<file path="config.mk">
export PLATFORM = sky130hd
export DESIGN_NAME = instruction_fetch_stage_flat
export DESIGN_NICKNAME = d
export VERILOG_FILES = /design/src/rtl/instruction_fetch_stage.sv /design/src/rtl/instruction_fetch_stage_if.sv /design/src/flat_wrapper.sv
export SDC_FILE = /design/constraint.sdc
export NUM_CORES = 1
export LEC_CHECK = 0
export CORE_MARGIN = 2
export CORE_UTILIZATION = 50
export CTS_CLUSTER_DIAMETER = 120
export DETAILED_ROUTE_END_ITERATION = 10
export GPL_TIMING_DRIVEN = 0
export PLACE_DENSITY_LB_ADDON = 0.08
export SYNTH_ARGS = -nofsm -noshare
export SYNTH_HDL_FRONTEND = slang
export SYNTH_SLANG_ARGS = --single-unit
</file>
<file path="constraint.sdc">
create_clock -name clk -period 3.8 [get_ports clk]
set_input_delay 0.76 -clock clk [delete_from_list [all_inputs] [get_ports clk]]
set_output_delay 0.76 -clock clk [all_outputs]
set_load 0.01 [all_outputs]
</file>
<file path="src/rtl/instruction_fetch_stage.sv">
// Dual-issue fetch stage: keeps the fetch PC, requests two-word bundles from
// instruction memory and fills the IF/ID register, handling stalls and redirects.
package instruction_fetch_stage_pkg;
    localparam int unsigned INSTR_ID_W = 8;

    typedef enum logic [3:0] {
        EXCEPTION_NONE             = 4'd0,
        EXCEPTION_ADDR_ERROR_FETCH = 4'd4
    } exception_t;

    typedef struct packed {
        logic                  valid0;
        logic [31:0]           pc0;
        logic [31:0]           instruction0;
        logic [INSTR_ID_W-1:0] instr_id0;
        exception_t            exception0;
        logic                  valid1;
        logic [31:0]           pc1;
        logic [31:0]           instruction1;
        logic [INSTR_ID_W-1:0] instr_id1;
        exception_t            exception1;
    } IF_ID_Register;
endpackage

module instruction_fetch_stage
    import instruction_fetch_stage_pkg::*;
#(
    parameter logic [31:0] RESET_PC = 32'hBFC0_0000
) (
    input  logic                        clk,
    input  logic                        rst,
    input  logic                        stall,
    input  logic                        issue_one,
    input  logic                        jump_enable,
    input  logic [31:0]                 jump_addr,
    instruction_fetch_stage_if.master   imem,
    output IF_ID_Register               if_id_reg
);

    logic [31:0]           fetch_pc;
    logic [31:0]           req_pc;
    logic [INSTR_ID_W-1:0] next_id;
    logic                  outstanding;
    logic                  drop;
    logic                  halted;
    logic                  buf_valid;
    logic [31:0]           buf_pc;
    logic [31:0]           buf_data0;
    logic [31:0]           buf_data1;

    logic                  direct_take;
    logic                  redirect;
    logic                  accept;
    logic                  outstanding_next;
    logic                  misaligned_fetch;
    logic [1:0]            id_step;
    logic                  set_halt;
    IF_ID_Register         if_id_next;

    function automatic IF_ID_Register make_bundle(input logic [31:0] pc,
                                                  input logic [31:0] d0,
                                                  input logic [31:0] d1,
                                                  input logic [INSTR_ID_W-1:0] id);
        IF_ID_Register b;
        b              = '0;
        b.valid0       = 1'b1;
        b.pc0          = pc;
        b.instruction0 = d0;
        b.instr_id0    = id;
        b.exception0   = EXCEPTION_NONE;
        b.valid1       = 1'b1;
        b.pc1          = pc + 32'd4;
        b.instruction1 = d1;
        b.instr_id1    = id + INSTR_ID_W'(1);
        b.exception1   = EXCEPTION_NONE;
        return b;
    endfunction

    assign imem.imem_req  = !rst && !halted && (fetch_pc[1:0] == 2'b00) && !buf_valid &&
                            (!outstanding || (imem.imem_rvalid && direct_take));
    assign imem.imem_addr = fetch_pc;

    always_comb begin
        direct_take      = !stall && !issue_one && !jump_enable && !drop;
        redirect         = jump_enable && !stall;
        accept           = imem.imem_req && imem.imem_ready;
        outstanding_next = accept || (outstanding && !imem.imem_rvalid);
        misaligned_fetch = !halted && (fetch_pc[1:0] != 2'b00) && !outstanding && !buf_valid;
    end

    always_comb begin
        if_id_next = if_id_reg;
        id_step    = 2'd0;
        set_halt   = 1'b0;
        if (stall) begin
            if_id_next = if_id_reg;
        end else if (jump_enable) begin
            if_id_next = '0;
        end else if (issue_one) begin
            if_id_next              = '0;
            if_id_next.valid0       = if_id_reg.valid1;
            if_id_next.pc0          = if_id_reg.pc1;
            if_id_next.instruction0 = if_id_reg.instruction1;
            if_id_next.instr_id0    = if_id_reg.instr_id1;
            if_id_next.exception0   = if_id_reg.exception1;
        end else if (buf_valid) begin
            if_id_next = make_bundle(buf_pc, buf_data0, buf_data1, next_id);
            id_step    = 2'd2;
        end else if (imem.imem_rvalid && !drop) begin
            if_id_next = make_bundle(req_pc, imem.imem_rdata0, imem.imem_rdata1, next_id);
            id_step    = 2'd2;
        end else if (misaligned_fetch) begin
            if_id_next            = '0;
            if_id_next.valid0     = 1'b1;
            if_id_next.pc0        = fetch_pc;
            if_id_next.instr_id0  = next_id;
            if_id_next.exception0 = EXCEPTION_ADDR_ERROR_FETCH;
            id_step               = 2'd1;
            set_halt              = 1'b1;
        end else begin
            if_id_next = '0;
        end
    end

    always_ff @(posedge clk) begin
        if (rst) begin
            if_id_reg   <= '0;
            fetch_pc    <= RESET_PC;
            req_pc      <= '0;
            next_id     <= '0;
            halted      <= 1'b0;
            buf_valid   <= 1'b0;
            buf_pc      <= '0;
            buf_data0   <= '0;
            buf_data1   <= '0;
            // A request in flight at reset still returns; remember to discard it.
            outstanding <= outstanding && !imem.imem_rvalid;
            drop        <= outstanding && !imem.imem_rvalid;
        end else begin
            if_id_reg   <= if_id_next;
            next_id     <= next_id + INSTR_ID_W'(id_step);
            outstanding <= outstanding_next;
            if (set_halt)
                halted <= 1'b1;
            if (accept) begin
                fetch_pc <= fetch_pc + 32'd8;
                req_pc   <= fetch_pc;
            end
            if (imem.imem_rvalid && drop)
                drop <= 1'b0;

            if (redirect) begin
                buf_valid <= 1'b0;
            end else if (!stall && !issue_one && buf_valid) begin
                buf_valid <= 1'b0;
            end else if (imem.imem_rvalid && !drop && !direct_take) begin
                buf_valid <= 1'b1;
                buf_pc    <= req_pc;
                buf_data0 <= imem.imem_rdata0;
                buf_data1 <= imem.imem_rdata1;
            end

            // Drop keys off the post-edge in-flight state so a request accepted
            // in the redirect cycle itself is also discarded.
            if (redirect) begin
                fetch_pc <= jump_addr;
                halted   <= 1'b0;
                drop     <= outstanding_next;
            end
        end
    end

endmodule

</file>
<file path="src/rtl/instruction_fetch_stage_if.sv">
// Instruction-memory request/response bus between the fetch stage and imem.
// The memory returns the words at imem_addr and imem_addr+4 together.
interface instruction_fetch_stage_if;
    logic        imem_req;
    logic [31:0] imem_addr;
    logic        imem_ready;
    logic        imem_rvalid;
    logic [31:0] imem_rdata0;
    logic [31:0] imem_rdata1;

    modport master (
        output imem_req, imem_addr,
        input  imem_ready, imem_rvalid, imem_rdata0, imem_rdata1
    );

    modport slave (
        input  imem_req, imem_addr,
        output imem_ready, imem_rvalid, imem_rdata0, imem_rdata1
    );
endinterface

</file>
<file path="src/flat_wrapper.sv">
// flat-port wrapper written by rule: the top's interface ports become plain ports
module instruction_fetch_stage_flat import instruction_fetch_stage_pkg::*;
#(
    parameter logic [31:0] RESET_PC = 32'hBFC0_0000
)
  (clk, rst, stall, issue_one, jump_enable, jump_addr, if_id_reg, imem_imem_req, imem_imem_addr, imem_imem_ready, imem_imem_rvalid, imem_imem_rdata0, imem_imem_rdata1);
  instruction_fetch_stage_if imem_i ();
  input  logic clk;
  input  logic rst;
  input  logic stall;
  input  logic issue_one;
  input  logic jump_enable;
  input  logic [31:0] jump_addr;
  output IF_ID_Register if_id_reg;
  output wire logic [$bits(imem_i.imem_req)-1:0] imem_imem_req;
  output wire logic [$bits(imem_i.imem_addr)-1:0] imem_imem_addr;
  input wire logic [$bits(imem_i.imem_ready)-1:0] imem_imem_ready;
  input wire logic [$bits(imem_i.imem_rvalid)-1:0] imem_imem_rvalid;
  input wire logic [$bits(imem_i.imem_rdata0)-1:0] imem_imem_rdata0;
  input wire logic [$bits(imem_i.imem_rdata1)-1:0] imem_imem_rdata1;
  assign imem_imem_req = imem_i.imem_req;
  assign imem_imem_addr = imem_i.imem_addr;
  assign imem_i.imem_ready = imem_imem_ready;
  assign imem_i.imem_rvalid = imem_imem_rvalid;
  assign imem_i.imem_rdata0 = imem_imem_rdata0;
  assign imem_i.imem_rdata1 = imem_imem_rdata1;
  instruction_fetch_stage #(.RESET_PC(RESET_PC)) u_core (.clk(clk), .rst(rst), .stall(stall), .issue_one(issue_one), .jump_enable(jump_enable), .jump_addr(jump_addr), .imem(imem_i), .if_id_reg(if_id_reg));
endmodule
</file>
# Word-level counts from Yosys, hierarchy flattened
# Cells that the tools add are included.
[op_classes]
n_addsub = 5
muxes = 23
n_bitwise = 2
n_reduce_logical = 37
[op_table]
columns = ["operator", "n"]
rows = [
  ["154-bit two-way mux", 5],
  ["32-bit by 3-bit adder with 32-bit output, second input constant", 2],
  ["32-bit two-way mux", 2],
  ["32-bit by 4-bit adder with 32-bit output, second input constant", 1],
  ["1-bit logical AND", 18],
  ["1-bit two-way mux", 11],
  ["1-bit zero test", 10],
  ["2-bit two-way mux", 5],
  ["8-bit by 1-bit adder with 8-bit output, second input constant", 1],
  ["8-bit by 2-bit adder with 8-bit output", 1],
  ["2-bit nonzero test", 2],
  ["3-bit AND reduction", 1],
  ["3-bit nonzero test", 1],
  ["3-bit OR reduction", 1],
  ["2-bit zero test", 1],
  ["1-bit logical OR", 2],
  ["1-bit NOT", 2],
  ["2-bit OR reduction", 1],
]
[word_totals]
regBits = 326
output_inout_bits = 187

# Logic depth before layout (Yosys ltp)
# Gate-level depths: netlist of run 1.
[logic_depth]
depth_word = 11
mapped_depth = 10
depth_no_buf = 9

# Worst setup path after synthesis of run 1
# OpenSTA, ideal clock, no wires.
[synth_timing]
path_type = "input to register"
start = "input imem_imem_rvalid"
end = "register u_core.next_id[7]"
setup_time_ps = 128
arrival_ps = 2664
t_required_ps = 3672
slack_ps = 1009
cell_stages = 10
n_path_buf = 1
cell_sequence = "nor2b_1 > clkbuf_1 > o21ai_1 > clkinv_1 > ha_1 > a21oi_1 > nor3_1 > nand3_1 > xnor2_1 > nor2_1"
[synth_between]
elab_chain_cells = 7
[synth_rtl]
columns = ["element", "line_no", "text"]
rows = [
  ["start, declared", "flat_wrapper.sv:18", "input wire logic [$bits(imem_i.imem_rvalid)-1:0] imem_imem_rvalid;"],
  ["1-bit logical AND", "instruction_fetch_stage.sv:109", "end else if (imem.imem_rvalid && !drop) begin"],
  ["2-bit two-way mux", "instruction_fetch_stage.sv:109", ""],
  ["2-bit two-way mux", "instruction_fetch_stage.sv:106", "end else if (buf_valid) begin"],
  ["2-bit two-way mux", "instruction_fetch_stage.sv:99", "end else if (issue_one) begin"],
  ["2-bit two-way mux", "instruction_fetch_stage.sv:97", "end else if (jump_enable) begin"],
  ["2-bit two-way mux", "instruction_fetch_stage.sv:95", "if (stall) begin"],
  ["8-bit by 2-bit adder with 8-bit output", "instruction_fetch_stage.sv:141", "next_id <= next_id + INSTR_ID_W'(id_step);"],
  ["end signal, assigned", "instruction_fetch_stage.sv:141", ""],
  ["end, declared", "instruction_fetch_stage.sv:42", "logic [INSTR_ID_W-1:0] next_id;"],
]
# No other way between the ends.
# A chain may end at the register's enable or synchronous reset.

# Worst setup path in the final report of run 1
[layout_timing]
start = "input jump_enable"
end = "register u_core.buf_data0[28]"
[layout_between]
elab_chain_cells = 6
word_cells_on_any_way = 8
classes_between = "1 x bitwise; 7 x reduce/logical"
[layout_rtl]
columns = ["element", "line_no", "text"]
rows = [
  ["start, declared", "flat_wrapper.sv:12", "input logic jump_enable;"],
  ["1-bit zero test", "instruction_fetch_stage.sv:84", "direct_take = !stall && !issue_one && !jump_enable && !drop;"],
  ["1-bit logical AND (2 in series)", "instruction_fetch_stage.sv:84", ""],
  ["1-bit zero test", "instruction_fetch_stage.sv:156", "end else if (imem.imem_rvalid && !drop && !direct_take) begin"],
  ["1-bit logical AND", "instruction_fetch_stage.sv:156", ""],
  ["3-bit AND reduction (no source line) *", "--", ""],
  ["end signal, assigned", "instruction_fetch_stage.sv:159", "buf_data0 <= imem.imem_rdata0;"],
  ["end, declared", "instruction_fetch_stage.sv:48", "logic [31:0] buf_data0;"],
]
# Mark *: on every way between the ends. The rest lies on a longest branch, timed or not.

==> results by group, run 1 <==
Clock network
  • Clock Sinks: 319
  • Max H-tree Level: 2
  • Deepest clock path buffer count: 3
  • Clock Latency Late Sink: 530 ps
  • CTS Buf Count: 36
  • Root Driver: clkbuf_16
  • CTS tree: yes
  • Clock slew seen by the registers of the worst setup and hold paths: 60 ps

Route
  • Via density: 6.12
  • DRC: 0
  • Drt total wl: 58.6 mm
  • Drt wl/cell: between 20 and 25 µm
  • Final ANT Viol Nets: 0
  • First drt pass iteration count: 10
  • DR vias: around 17,000
  • Number of DRC markers in iteration 0: 1,980

Synth
  • FFs w/ async S/R, synth: 0%
  • Synth Register Bits: 319
  • Sequential fraction of the synthesis area: 42.5%
  • Fraction of the mapped netlist area in compound gates: between 20% and 30%
  • Post-synth EDFFs: 1
  • Avg Cell Area, Syn: 7.64 µm²
  • Post-synthesis mux area share: less than 1%
  • Mapped cell area: 15,100 µm²
  • Ys flop type: dfxtp_1
  • Post-synthesis simple-gate area fraction: about a quarter
  • Syn Inst Count: around 2,000
  • Synth warn: 0
  • Post-synthesis cell type count: 58
  • XOR/XNOR Fraction of Synth Area: 3.72%
  • Largest family of logic cells by synthesized area: simple AND/OR/NAND/NOR gates
  • Post-Synth Adder-Cell Area: less than 1%

Timing
  • Pins Over Slew Limit: 0
  • Final hold slack: 454 ps
  • Final setup violation count: 0
  • Final setup TNS: 0 ps
  • Worst slew pin tran: 1370 ps
  • Final period util: 96.9%
  • Final Hold Viols: 0
  • Fmax achieved: 272 MHz
  • Post-Route Skew: 15.6 ps
  • Unrepaired setup endpoints after global routing: no
  • Tmin final: ~3700 ps
  • Fin worst setup slack: 119 ps
  • Max-Slew Margin vs Limit: 7.94%

Placed design
  • Post-placement setup slack: -475 ps
  • Routability cong.: between 0.9 and 1
  • Post-DP HPWL: 43.4 mm
  • Count of input and output buffers: 280
  • Placed cells: approximately 2,600
  • Cell Area, Placed: between 15,000 and 20,000 µm²

Pwr
  • Power share of the combinational group: 12.3%
  • Maximum vdd ir drop: 0.000300 V
  • Pleak: 6.35 nW
  • Total power: 8.08 mW
  • PwrDens: around 410 nW/µm²
  • Clock share of power: 43.5%
  • Cell Int Power: 5.89 mW
  • Seq pwr share: around 44%
  • Net switching power figure: between 2 and 2.5 mW
  • Sw Ratio: around 27%

Worst setup path
  • Max Fanout on Critical Path: 10
  • Req. time, crit path: 4240 ps
  • CP max-delay cell: nor3_1
  • CP Data Arrival Time: 4120 ps
  • Worst setup SP type: primary input
  • R2R Setup Slk: 410 ps
  • WP buf/inv: 4
  • Critical R2R Capture: u_core.if_id_reg[70]
  • FF-to-FF Start: u_core.buf_valid
  • Number of cells on the worst reg-to-reg path: 6
  • Crit Path Category: in -> reg
  • Critical Path Max Stage Delay: 1170 ps
  • Critical Path, Cell by Cell: clkdlybuf4s50_1, nor3_1, clkbuf_1, nor3_1, clkbuf_1, buf_2, nand2_1, a21oi_1
  • CP top delay family: buffers and inverters
  • Critical path capture point type: flip-flop

Global route
  • Pin count of the biggest net entering global routing: 20
  • Global route overflow: 0
  • Number of global-route vias before repair: approximately 16,000
  • Antenna violations before repair: 2
  • First-pass GRT wire length: 87.7 mm
  • GRT Util Overall: 36.0%

Min path
  • Hold path cells: 2
  • Worst Hold Path EP: u_core.buf_data1[20]
  • Hold Path Class: reg -> reg
  • HP Start: u_core.buf_data1[20]

Cells and area
  • Layout cells sized above 1: 4.52%
  • Area delta synth->final: 30.0%
  • Filler cell count: 2,606
  • Nets@finish: 2,406
  • Max FFs per register: 147
  • Finished layout cell area: 19,600 µm²
  • Final Core Density: 66.1%
  • Final Non-Filler Cells: 2,715

Floorplan
  • Die area: between 30,000 and 40,000 µm²
  • IO Count: 290
  • Row Count: 63
  • Die X: between 150 and 200 µm
  • Die Height: ~180 µm
  • Core Region: slightly below 30,000 µm²
  • Initial Util: 50.8%

Job
  • Max-Cap Viols: 0

Outcome
  • Outcome: complete, no violations
## cells in the mapped netlist, drive strengths merged, types with 4 or more instances
| cell type | count | share of area (%) |
|---|---|---|
| a211o | 30 | 1.7 |
| a211oi | 10 | 0.50 |
| a21oi | 287 | 9.5 |
| a221o | 6 | 0.40 |
| a221oi | 5 | 0.33 |
| a222oi | 67 | 4.5 |
| a22oi | 17 | 0.85 |
| a31oi | 9 | 0.37 |
| and2 | 5 | 0.21 |
| and3 | 14 | 0.58 |
| and4 | 16 | 0.93 |
| buf | 39 | 1.4 |
| clkbuf | 145 | 3.6 |
| dfxtp | 318 | 42 |
| ha | 6 | 0.50 |
| inv | 47 | 1.2 |
| mux2i | 5 | 0.33 |
| nand2 | 439 | 11 |
| nand2b | 5 | 0.21 |
| nand3 | 58 | 1.9 |
| nand4 | 30 | 1.3 |
| nor2 | 115 | 2.9 |
| nor2b | 6 | 0.25 |
| nor3 | 55 | 2.0 |
| nor4 | 19 | 0.83 |
| nor4b | 4 | 0.23 |
| o211ai | 12 | 0.60 |
| o21a | 8 | 0.40 |
| o21ai | 69 | 2.3 |
| o31a | 4 | 0.23 |
| o31ai | 11 | 0.55 |
| or3 | 12 | 0.50 |
| or4 | 11 | 0.57 |
| xnor2 | 49 | 2.8 |
| xor2 | 15 | 0.87 |
## logic make-up (layout without fill, tap and decap cells)
group / Yosys count / in the layout
AOI/OAI and AO/OA: 548 / 548
muxes: 5 / 5
DFF: 319 / 319
other: 1 / 10
and+or+nand+nor: 795 / 795
xor gates and xnor gates: 64 / 64
adders and majority gates: 7 / 7
buffers and inverters: 233 / 577
## repair_timing
item,in CTS,in global routing
resized for setup,1,1
setup endpoints to repair,1,2
hold buffers,0,0
buffers inserted,0,0
## power groups by stage
| stage | logic (mW) | clock network (mW) | registers (mW) |
|---|---|---|---|
| floorplan | 0.493 | 0 | 3.62 |
| global placement | 0.953 | 0 | 3.63 |
| detailed placement | 0.969 | 0 | 3.63 |
| CTS | 0.975 | 3.53 | 3.56 |
| global route | 1.06 | 3.65 | 3.58 |
| finish | 0.997 | 3.51 | 3.57 |
## worst register-to-register path: stages (launching register included)
cell and delay, ps:
dfxtp_1 380, buf_2 370, clkinv_1 500, nor2_1 950, clkbuf_1 680, o21ai_0 220
a31oi_1 210
## final cells by class
cell class	count	area [µm²]	area share [%]
flip-flops and latches	319	6400	32.7
repair buffers	281	2810	14.4
well taps	390	488	2.49
clock buffers	48	1050	5.35
plain buffers	183	748	3.82
clock inverters	16	138	0.703
inverters	49	184	0.939
multi-input cells	1426	7760	39.6
diodes	3	7.51	0.0383
## cells in the final DEF, fill, tap and decap left out, types with 14 or more instances in the layout
cell             synthesis  final
nor3_1                  51     51
nand4_1                 29     29
a211o_1                 30     30
xor2_1                  15     15
nand3_1                 58     58
a222oi_1                67     67
a22oi_1                 17     17
and3_1                  14     14
dfxtp_1                318    318
o21ai_0                 67     67
clkbuf_16                0     37
nand2_1                439    439
inv_1                   47     47
clkbuf_1               143    144
nor2_1                 115    115
nor4_1                  18     18
buf_2                   19     19
a21oi_1                287    287
xnor2_1                 49     49
and4_1                  16     16
clkdlybuf4s50_1          0    280
## worst max-delay path by stage
| stage | startpoint | to | slack [ps] | cells after the start |
|---|---|---|---|---|
| detailed placement | imem_imem_rvalid | u_core.next_id[7] | -470 | 11 |
| global route | jump_enable | u_core.buf_data0[28] | 40 | 8 |
| floorplan | imem_imem_rvalid | u_core.next_id[7] | 1010 | 10 |
| global placement | imem_imem_rvalid | u_core.next_id[7] | -390 | 11 |
| CTS | imem_imem_rvalid | u_core.next_id[7] | 60 | 11 |
| finish | jump_enable | u_core.buf_data0[28] | 120 | 8 |
## metal layers
metal | vias up | track usage [%] | part of all wire, %
met4 | 0 | 17.2 | 4.6
met1 | 7806 | 45.7 | 39
met3 | 180 | 6.17 | 10
met2 | 984 | 59.2 | 46
met5 | - | 0 | 0
li1 | 7636 | - | -
(Power assumes the default switching activity.)
==> run 2, diff against run 1 <==
--- a/config.mk
+++ b/config.mk
@@ -5,7 +5,8 @@
 export SDC_FILE = /design/constraint.sdc
 export NUM_CORES = 1
 export LEC_CHECK = 0
-export CORE_MARGIN = 2
+export ABC_CLOCK_PERIOD_IN_PS = 3800
+export CORE_MARGIN = 5
 export CORE_UTILIZATION = 50
 export CTS_CLUSTER_DIAMETER = 120
 export DETAILED_ROUTE_END_ITERATION = 10
==> results by group, run 2 (synthesized netlist as in run 1, its figures left out) <==
Outcome
  • Outcome: complete, no violations

Floorplan
  • IO Count: 290
  • Core Region: 29,700 µm²
  • Die area: roughly 34,000 µm²
  • Initial Util: 50.7%
  • Die Height: 184 µm
  • Die X: approximately 180 µm
  • Row Count: 63

Global route
  • Global route overflow: 0
  • Grt met1 use: 42.7%
  • Pin count of the biggest net entering global routing: 20
  • Number of global-route vias before repair: about 16,000
  • Top Usage Layer GRT: met2
  • First-pass GRT wire length: 90.5 mm
  • GRT Util Overall: 33.6%
  • Grt met2 use: 56.6%
  • GR Layer Usage met3: under 10%
  • Antenna violations before repair: 1

Placed design
  • Cell Area, Placed: 18,400 µm²
  • Count of input and output buffers: 280
  • Routability cong.: 0.958
  • Post-DP HPWL: about 45 mm

Route
  • DRC: 0
  • First drt pass iteration count: 7
  • DR vias: 16,600
  • Drt wl/cell: between 20 and 25 µm
  • Via density: just over 6
  • Number of DRC markers in iteration 0: 2,029
  • Drt total wl: 59.7 mm
  • Final ANT Viol Nets: 0

Timing
  • Post-Route Skew: 10.7 ps
  • Unrepaired setup endpoints after global routing: no
  • Final Hold Viols: 0
  • Final setup violation count: 0
  • Final hold slack: 454 ps
  • Max-Slew Margin vs Limit: 31.8%
  • Final period util: 98.1%
  • Pins Over Slew Limit: 0
  • Worst slew pin tran: between 1000 and 1500 ps
  • Tmin final: 3730 ps
  • Fmax achieved: 268 MHz

Cells and area
  • Max FFs per register: 147
  • Finished layout cell area: approximately 20,000 µm²
  • Most common cell after layout, fill and taps aside: nand2_1
  • Nets@finish: between 2,000 and 2,500
  • Area delta synth->final: 30.3%
  • Layout cells sized above 1: roughly 4.4%
  • Most frequent cells in the layout: nand2_1, dfxtp_1, a21oi_1
  • Antenna cell count: 0

Pwr
  • Maximum vdd ir drop: 0.000368 V
  • Pleak: 6.35 nW
  • PwrDens: just over 400 nW/µm²

Worst setup path
  • Crit Path Category: in -> out
  • Critical path capture point type: primary output
  • Max Fanout on Critical Path: 19
  • CP Data Arrival Time: 2970 ps
  • Worst setup SP type: primary input
  • Req. time, crit path: 3040 ps

Clock network
  • CTS tree: yes
  • Clock slew seen by the registers of the worst setup and hold paths: 60 ps
  • Post-CTS resize count: 2
  • Clock Sinks: 319
  • Clock Latency Late Sink: ~530 ps
  • CTS Buf Count: 37
  • Max H-tree Level: 2
  • Hold_buf cts: 0
  • Deepest clock path buffer count: 3
  • Setup repair bufs after CTS: 0
  • Root Driver: clkbuf_16

Job
  • Max-Cap Viols: 0

Min path
  • Hold Path Class: reg -> reg
## run 2: metrics by stage
stage	power, mW	setup slack (ps)	utilization (%)	instances	TNS [ps]
2_1_floorplan	4.11	1010	-	1978	0
3_3_place_gp	4.59	-547	61.8	2648	-12350
3_5_place_dp	4.61	-636	61.9	2649	-18860
4_1_cts	8.15	65.6	66.1	2715	0
5_1_grt	8.41	14.7	66.1	2715	0
6_report	8.17	72.3	66.1	2715	0
## run 2: where the power goes
part / internal [mW] / switching [mW] / total (mW)
Clock: 2.16 / 1.44 / 3.60
Combinational: 0.361 / 0.636 / 0.998
Sequential: 3.45 / 0.115 / 3.57
## run 2: area by class of cell
cell class	count	area, µm²
Clock inverter	8	73.8
Fill cell	2597	10100
Sequential cell	319	6400
Tap cell	390	488
Timing Repair Buffer	281	2810
Clock buffer	59	1160
Multi-Input combinational cell	1426	7770
Inverter	49	184
Buffer	183	748
## run 2: critical path: stages
cell and delay, ps:
clkdlybuf4s50_1 610, nor2b_1 340, a21oi_1 190, clkbuf_2 310, nor2_1 200, clkdlybuf4s50_1 560
## run 2: path summary, 6_finish.rpt
check                           cells after the start                    to  slack [ps]           startpoint
worst max-delay path                                6         imem_imem_req          70     imem_imem_rvalid
worst min-delay path                                2   u_core.buf_data1[6]         450  u_core.buf_data1[6]
worst max register to register                      6  u_core.if_id_reg[70]         430     u_core.buf_valid
worst min register to register                      2   u_core.buf_data1[6]         450  u_core.buf_data1[6]
## run 2: routing by layer
layer / routed length (µm) / share of wire (%)
met5: 11 / 0.018
met1: 23200 / 39
met4: 2490 / 4.2
met2: 27700 / 46
met3: 6280 / 11
==> run 3, diff against run 2 <==
--- a/config.mk
+++ b/config.mk
@@ -10,7 +10,6 @@
 export CORE_UTILIZATION = 50
 export CTS_CLUSTER_DIAMETER = 120
 export DETAILED_ROUTE_END_ITERATION = 10
-export GPL_TIMING_DRIVEN = 0
 export PLACE_DENSITY_LB_ADDON = 0.08
 export SYNTH_ARGS = -nofsm -noshare
 export SYNTH_HDL_FRONTEND = slang
==> results by group, run 3 (synthesized netlist as in run 1, its figures left out) <==
Placed design
  • Routability cong.: 0.899
  • Count of input and output buffers: 282
  • Placed cells: 2,517
  • Post-placement setup slack: 153 ps
  • Cell Area, Placed: 18,100 µm²
  • Post-DP HPWL: 33.9 mm

Floorplan
  • Die area: 33,700 µm²
  • Die X: 184 µm
  • Die Height: 184 µm
  • IO Count: 290
  • Row Count: 63
  • Core Region: 29,700 µm²
  • Initial Util: ~51%

Cells and area
  • Most frequent cells in the layout: nand2_1, dfxtp_1, a21oi_1
  • Most common cell after layout, fill and taps aside: nand2_1
  • Reg area: ~6400 µm²
  • Finished layout cell area: 19,200 µm²
  • Layout cells sized above 1: around 5.6%
  • Area delta synth->final: 27.6%
  • Max FFs per register: about 150
  • Final Core Density: 64.7%
  • Final Non-Filler Cells: about 2,600
  • Filler cell count: 2,599
  • Multi-input logic area: between 7000 and 8000 µm²
  • Nets@finish: 2,274

Timing
  • Tmin final: 3750 ps
  • Max-Slew Margin vs Limit: 30.8%
  • Worst slew pin tran: roughly 1000 ps
  • Fmax achieved: 267 MHz
  • Final setup TNS: 0 ps
  • Pins Over Slew Limit: 0
  • Final setup violation count: 0
  • Final hold slack: 454 ps
  • Final period util: 98.6%
  • Post-Route Skew: 16.8 ps
  • Fin worst setup slack: 52.6 ps
  • Final Hold Viols: 0
  • Unrepaired setup endpoints after global routing: no

Worst setup path
  • WP buf/inv: 2
  • CP Depth: 5
  • CP max-delay cell: nor3_1
  • FF-to-FF Start: u_core.buf_valid
  • Critical Path Max Stage Delay: 650 ps
  • Critical Path, Cell by Cell: clkdlybuf4s50_1, nor3_1, a21oi_1, nor2_1, clkdlybuf4s50_1
  • CP Data Arrival Time: 2990 ps
  • Worst setup SP type: primary input
  • R2R Setup Slk: between 1000 and 1500 ps
  • Critical R2R Capture: u_core.if_id_reg[58]
  • Most used cell, CP: clkdlybuf4s50_1
  • Max Fanout on Critical Path: 4
  • Number of cells on the worst reg-to-reg path: 5
  • Crit Path Category: in -> out
  • Req. time, crit path: 3040 ps
  • CP top delay family: buffers and inverters
  • Critical path capture point type: primary output

Clock network
  • Deepest clock path buffer count: 3
  • CTS Buf Count: 35
  • Hold_buf cts: 0
  • Clock Latency Late Sink: between 500 and 600 ps
  • Root Driver: clkbuf_16
  • Clock Sinks: 319
  • Max H-tree Level: 2
  • Clock slew seen by the registers of the worst setup and hold paths: 60 ps
  • Setup repair bufs after CTS: 0
  • Post-CTS resize count: 0
  • CTS tree: yes

Min path
  • Hold path cells: 2
  • Hold Path Class: reg -> reg
  • HP Start: u_core.buf_data1[25]
  • Worst Hold Path EP: u_core.buf_data1[25]

Route
  • Final ANT Viol Nets: 0
  • First drt pass iteration count: 7
  • Drt total wl: ~51 mm
  • Drt wl/cell: a little under 20 µm
  • Number of DRC markers in iteration 0: 2,047
  • DR vias: about 16,000
  • Via density: 6.02
  • DRC: 0

Pwr
  • Pleak: between 6 and 7 nW
  • Total power: approximately 8 mW
  • PwrDens: between 400 and 500 nW/µm²
  • Maximum vdd ir drop: 0.000252 V

Global route
  • Pin count of the biggest net entering global routing: 100
  • First-pass GRT wire length: 79.8 mm
  • Global route overflow: 0
  • Number of global-route vias before repair: roughly 15,000
  • GRT Util Overall: between 20% and 30%
  • Antenna violations before repair: 1

Outcome
  • Outcome: complete, no violations

Job
  • Max-Cap Viols: 0
[run 3: changes by cell type in the layout (fill, tap and decap cells not counted), sizes merged]
| cell | delta |
|---|---|
| clkbuf | -146 |
| buf | +13 |
| clkinv | -3 |
| inv | +2 |
| clkdlybuf4s50 | -1 |
| clkinvlp | -1 |
| diode | +1 |
[run 3: worst max-delay path by stage]
| stage | from | to | slack, ps |
|---|---|---|---|
| 2_1_floorplan | imem_imem_rvalid | u_core.next_id[7] | 1010 |
| 3_3_place_gp | jump_enable | imem_imem_req | 80 |
| 3_5_place_dp | jump_enable | imem_imem_req | 150 |
| 4_1_cts | jump_enable | imem_imem_req | 140 |
| 5_1_grt | jump_enable | imem_imem_req | 40 |
| 6_report | jump_enable | imem_imem_req | 50 |
[run 3: power by group]
group / total [mW] / switching [mW] / internal [mW] / leakage, nW
Sequential: 3.58 / 0.125 / 3.45 / 2.59
Clock: 3.30 / 1.36 / 1.94 / 0.536
Combinational: 0.914 / 0.555 / 0.359 / 3.10
Total: 7.79 / 2.04 / 5.75 / 6.22
[run 3: metal layers]
layer,wire [µm],GRT usage [%],vias up
met4,2040,11.5,0
met3,4580,5.09,140
met1,20700,38.2,7226
met5,0,0,-
met2,23800,46.9,803
li1,-,-,7367
[run 3: worst register-to-register path, delay by kind of cell (launching register included)]
family                 cells  cell delay (ps)
buffers and inverters      2             1050
AND/OR/NAND/NOR            2             1110
AO/OA/AOI/OAI              1              170
flip-flops                 1              340
[run 3: final cells by class]
| class | count | area share [%] |
|---|---|---|
| timing repair buffer | 333 | 16.9 |
| multi-input combinational | 1426 | 40.6 |
| clock buffer | 56 | 5.38 |
| inverter | 49 | 0.957 |
| sequential | 319 | 33.3 |
| antenna | 1 | 0.0130 |
| tap | 390 | 2.54 |
| clock inverter | 6 | 0.358 |
==> RTL edit, RTL diff (config.mk and constraints of run 2) <==
Set the package constant `INSTR_ID_W` to 10 (it was 8).
--- a/src/rtl/instruction_fetch_stage.sv
+++ b/src/rtl/instruction_fetch_stage.sv
@@ -3,3 +3,3 @@
 package instruction_fetch_stage_pkg;
-    localparam int unsigned INSTR_ID_W = 8;
+    localparam int unsigned INSTR_ID_W = 10;
 
Ports: changed (resized if_id_reg); port bits go from 290 to 294. The function was not compared with the original's and may differ.
==> RTL edit against run 2 <==
The run now ends with design-rule violations, negative setup slack left; area after synthesis increased by 0.41%; design area is 0.41% higher; sequential cell count grew 6; total power rose by 0.49%; first-iteration DRC count is 17% higher; critical path depth grew 4; worst setup slack worse by 0.083 ns; wire length rose by 4.9%.
==> RTL edit: results <==
[status]
violations = design-rule violations, negative setup slack
outcome = complete, but fails checks

[cts]
cts_buffers = 37
cts.clk_slew.worst_paths_ns = 0.06
clk_latency_ns = 0.53
cts_root_buf = clkbuf_16
cts.repair.resized = 1
htree_levels = 2
cts_setup_buffers = 0
ctsLongestPathBuffers = 3

[hold_path]
hp-class = flip-flop to flip-flop

[sta]
fin_hold_ws_ns = 0.4547
skew_ns = 0.02198
finalWorstSetupSlack_ns = -0.01121
setup_violations = 2
relSlewSlack = 0.2931

[synthesis]
synth_compound_area_frac = 0.2338
synth_edf_count = 1
synthFlopType = dfxtp_1
synth_common_cells = nand2_1, dfxtp_1, a21oi_1, nor2_1, clkbuf_1
synth-adder-area-share = 0.006287
seq_area_frac_synth = 0.4308
synth.area.top_cells = dfxtp_1, nand2_1, a21oi_1, a222oi_1, nor2_1
avgSynthCellArea_um2 = 7.776
synth_cell_types = 61
synth_xor_area_frac = 0.03069
synth_top_family_by_area = simple AND/OR/NAND/NOR gates
yosysWarnings = 0
async_flop_share = 0
muxShareOfSynthArea = 0.001324

[place]
place_hpwl_um = 46750
dp_cells = 2626
pre_cts_slack_ns = -0.5098
place_area_um2 = 18490
numPortBuffers = 285
gp_congestion = 0.9920

[critical_path]
crit_fanout = 7
r2r_setup_slack_ns = 0.25
worstPathRequired_ns = 4.17

[final_layout]
diodes = 0
final_cells = 2692
drive_gt1_frac = 0.03562
fillers = 2517
largest_reg_flops = 151
final_nets = 2385

[drt]
post-route-drc-count = 1
drt_wl_total_um = 62610
vias_per_cell = 6.396
drtPass1Iterations = 11
first_iter_violations = 2376

[power_and_ir_drop]
ir_worst_vdd_mv = 0.2927
p_leak_nw = 6.362

[global_route]
grt_pass1_vias = 16010
track_usage = 0.3509
grt_max_degree = 14
grt_pass1_wl_um = 93500
antenna_found_initial = 1
-- RTL edit: cells by family (layout without fill, tap and decap cells) --
| kind of cell | Yosys count | after routing |
|---|---|---|
| multiplexers | 2 | 2 |
| other | 1 | 7 |
| AO/OA/AOI/OAI | 523 | 523 |
| XOR/XNOR | 53 | 53 |
| adder cells (fa/ha/maj) | 7 | 7 |
| buffers and inverters | 220 | 571 |
| AND/OR/NAND/NOR | 814 | 814 |
| flip-flops | 325 | 325 |
-- RTL edit: area by class of cell --
type                    count  area, µm²  share of cell area
clock inverters            12      146.4            0.007426
well taps                 390      488.0             0.02475
repair buffers            285       2853              0.1447
clock buffers              54       1070             0.05427
flip-flops and latches    325       6516              0.3305
multi-input cells        1406       7771              0.3942
plain buffers             183      730.7             0.03707
inverters                  37      138.9            0.007045
-- RTL edit: path summary, 6_finish.rpt --
| check | start | end | depth (start not counted) |
|---|---|---|---|
| hold / removal | u_core.buf_data1[10] | u_core.buf_data1[10] | 2 |
| setup / recovery | stall | u_core.next_id[8] | 10 |
| hold reg to reg | u_core.buf_data1[10] | u_core.buf_data1[10] | 2 |
| setup reg to reg | u_core.imem.imem_addr[1] | u_core.next_id[8] | 10 |
-- RTL edit: per-stage QoR --
| step | utilization | TNS (ns) |
|---|---|---|
| 2_1_floorplan | - | 0 |
| 3_3_place_gp | 0.6221 | -25.02 |
| 3_5_place_dp | 0.6221 | -24.42 |
| 4_1_cts | 0.6632 | 0 |
| 5_1_grt | 0.6634 | -0.3674 |
| 6_report | 0.6634 | -0.01756 |
-- RTL edit: power breakdown --
group / internal (mW) / switching, mW / leakage [nW]
logic: 0.338 / 0.640 / 3.12
registers: 3.51 / 0.111 / 2.64
clock network: 2.16 / 1.44 / 0.603
-- RTL edit: worst max-delay path, cell delays in order --
cell	delay, ns
clkdlybuf4s50_1	0.54
or3_1	0.41
clkbuf_1	0.23
nor4_1	0.94
ha_1	0.32
inv_1	0.06
fa_1	0.45
nor3_1	0.26
xnor2_1	0.16
nor2_1	0.05
-- RTL edit: per-layer routing --
metal,up-vias,share of wire,track usage
met3,194,0.10,0.05956
met5,-,0.00021,0
li1,7677,-,-
met4,2,0.049,0.1544
met2,1144,0.45,0.5566
met1,8200,0.40,0.4722
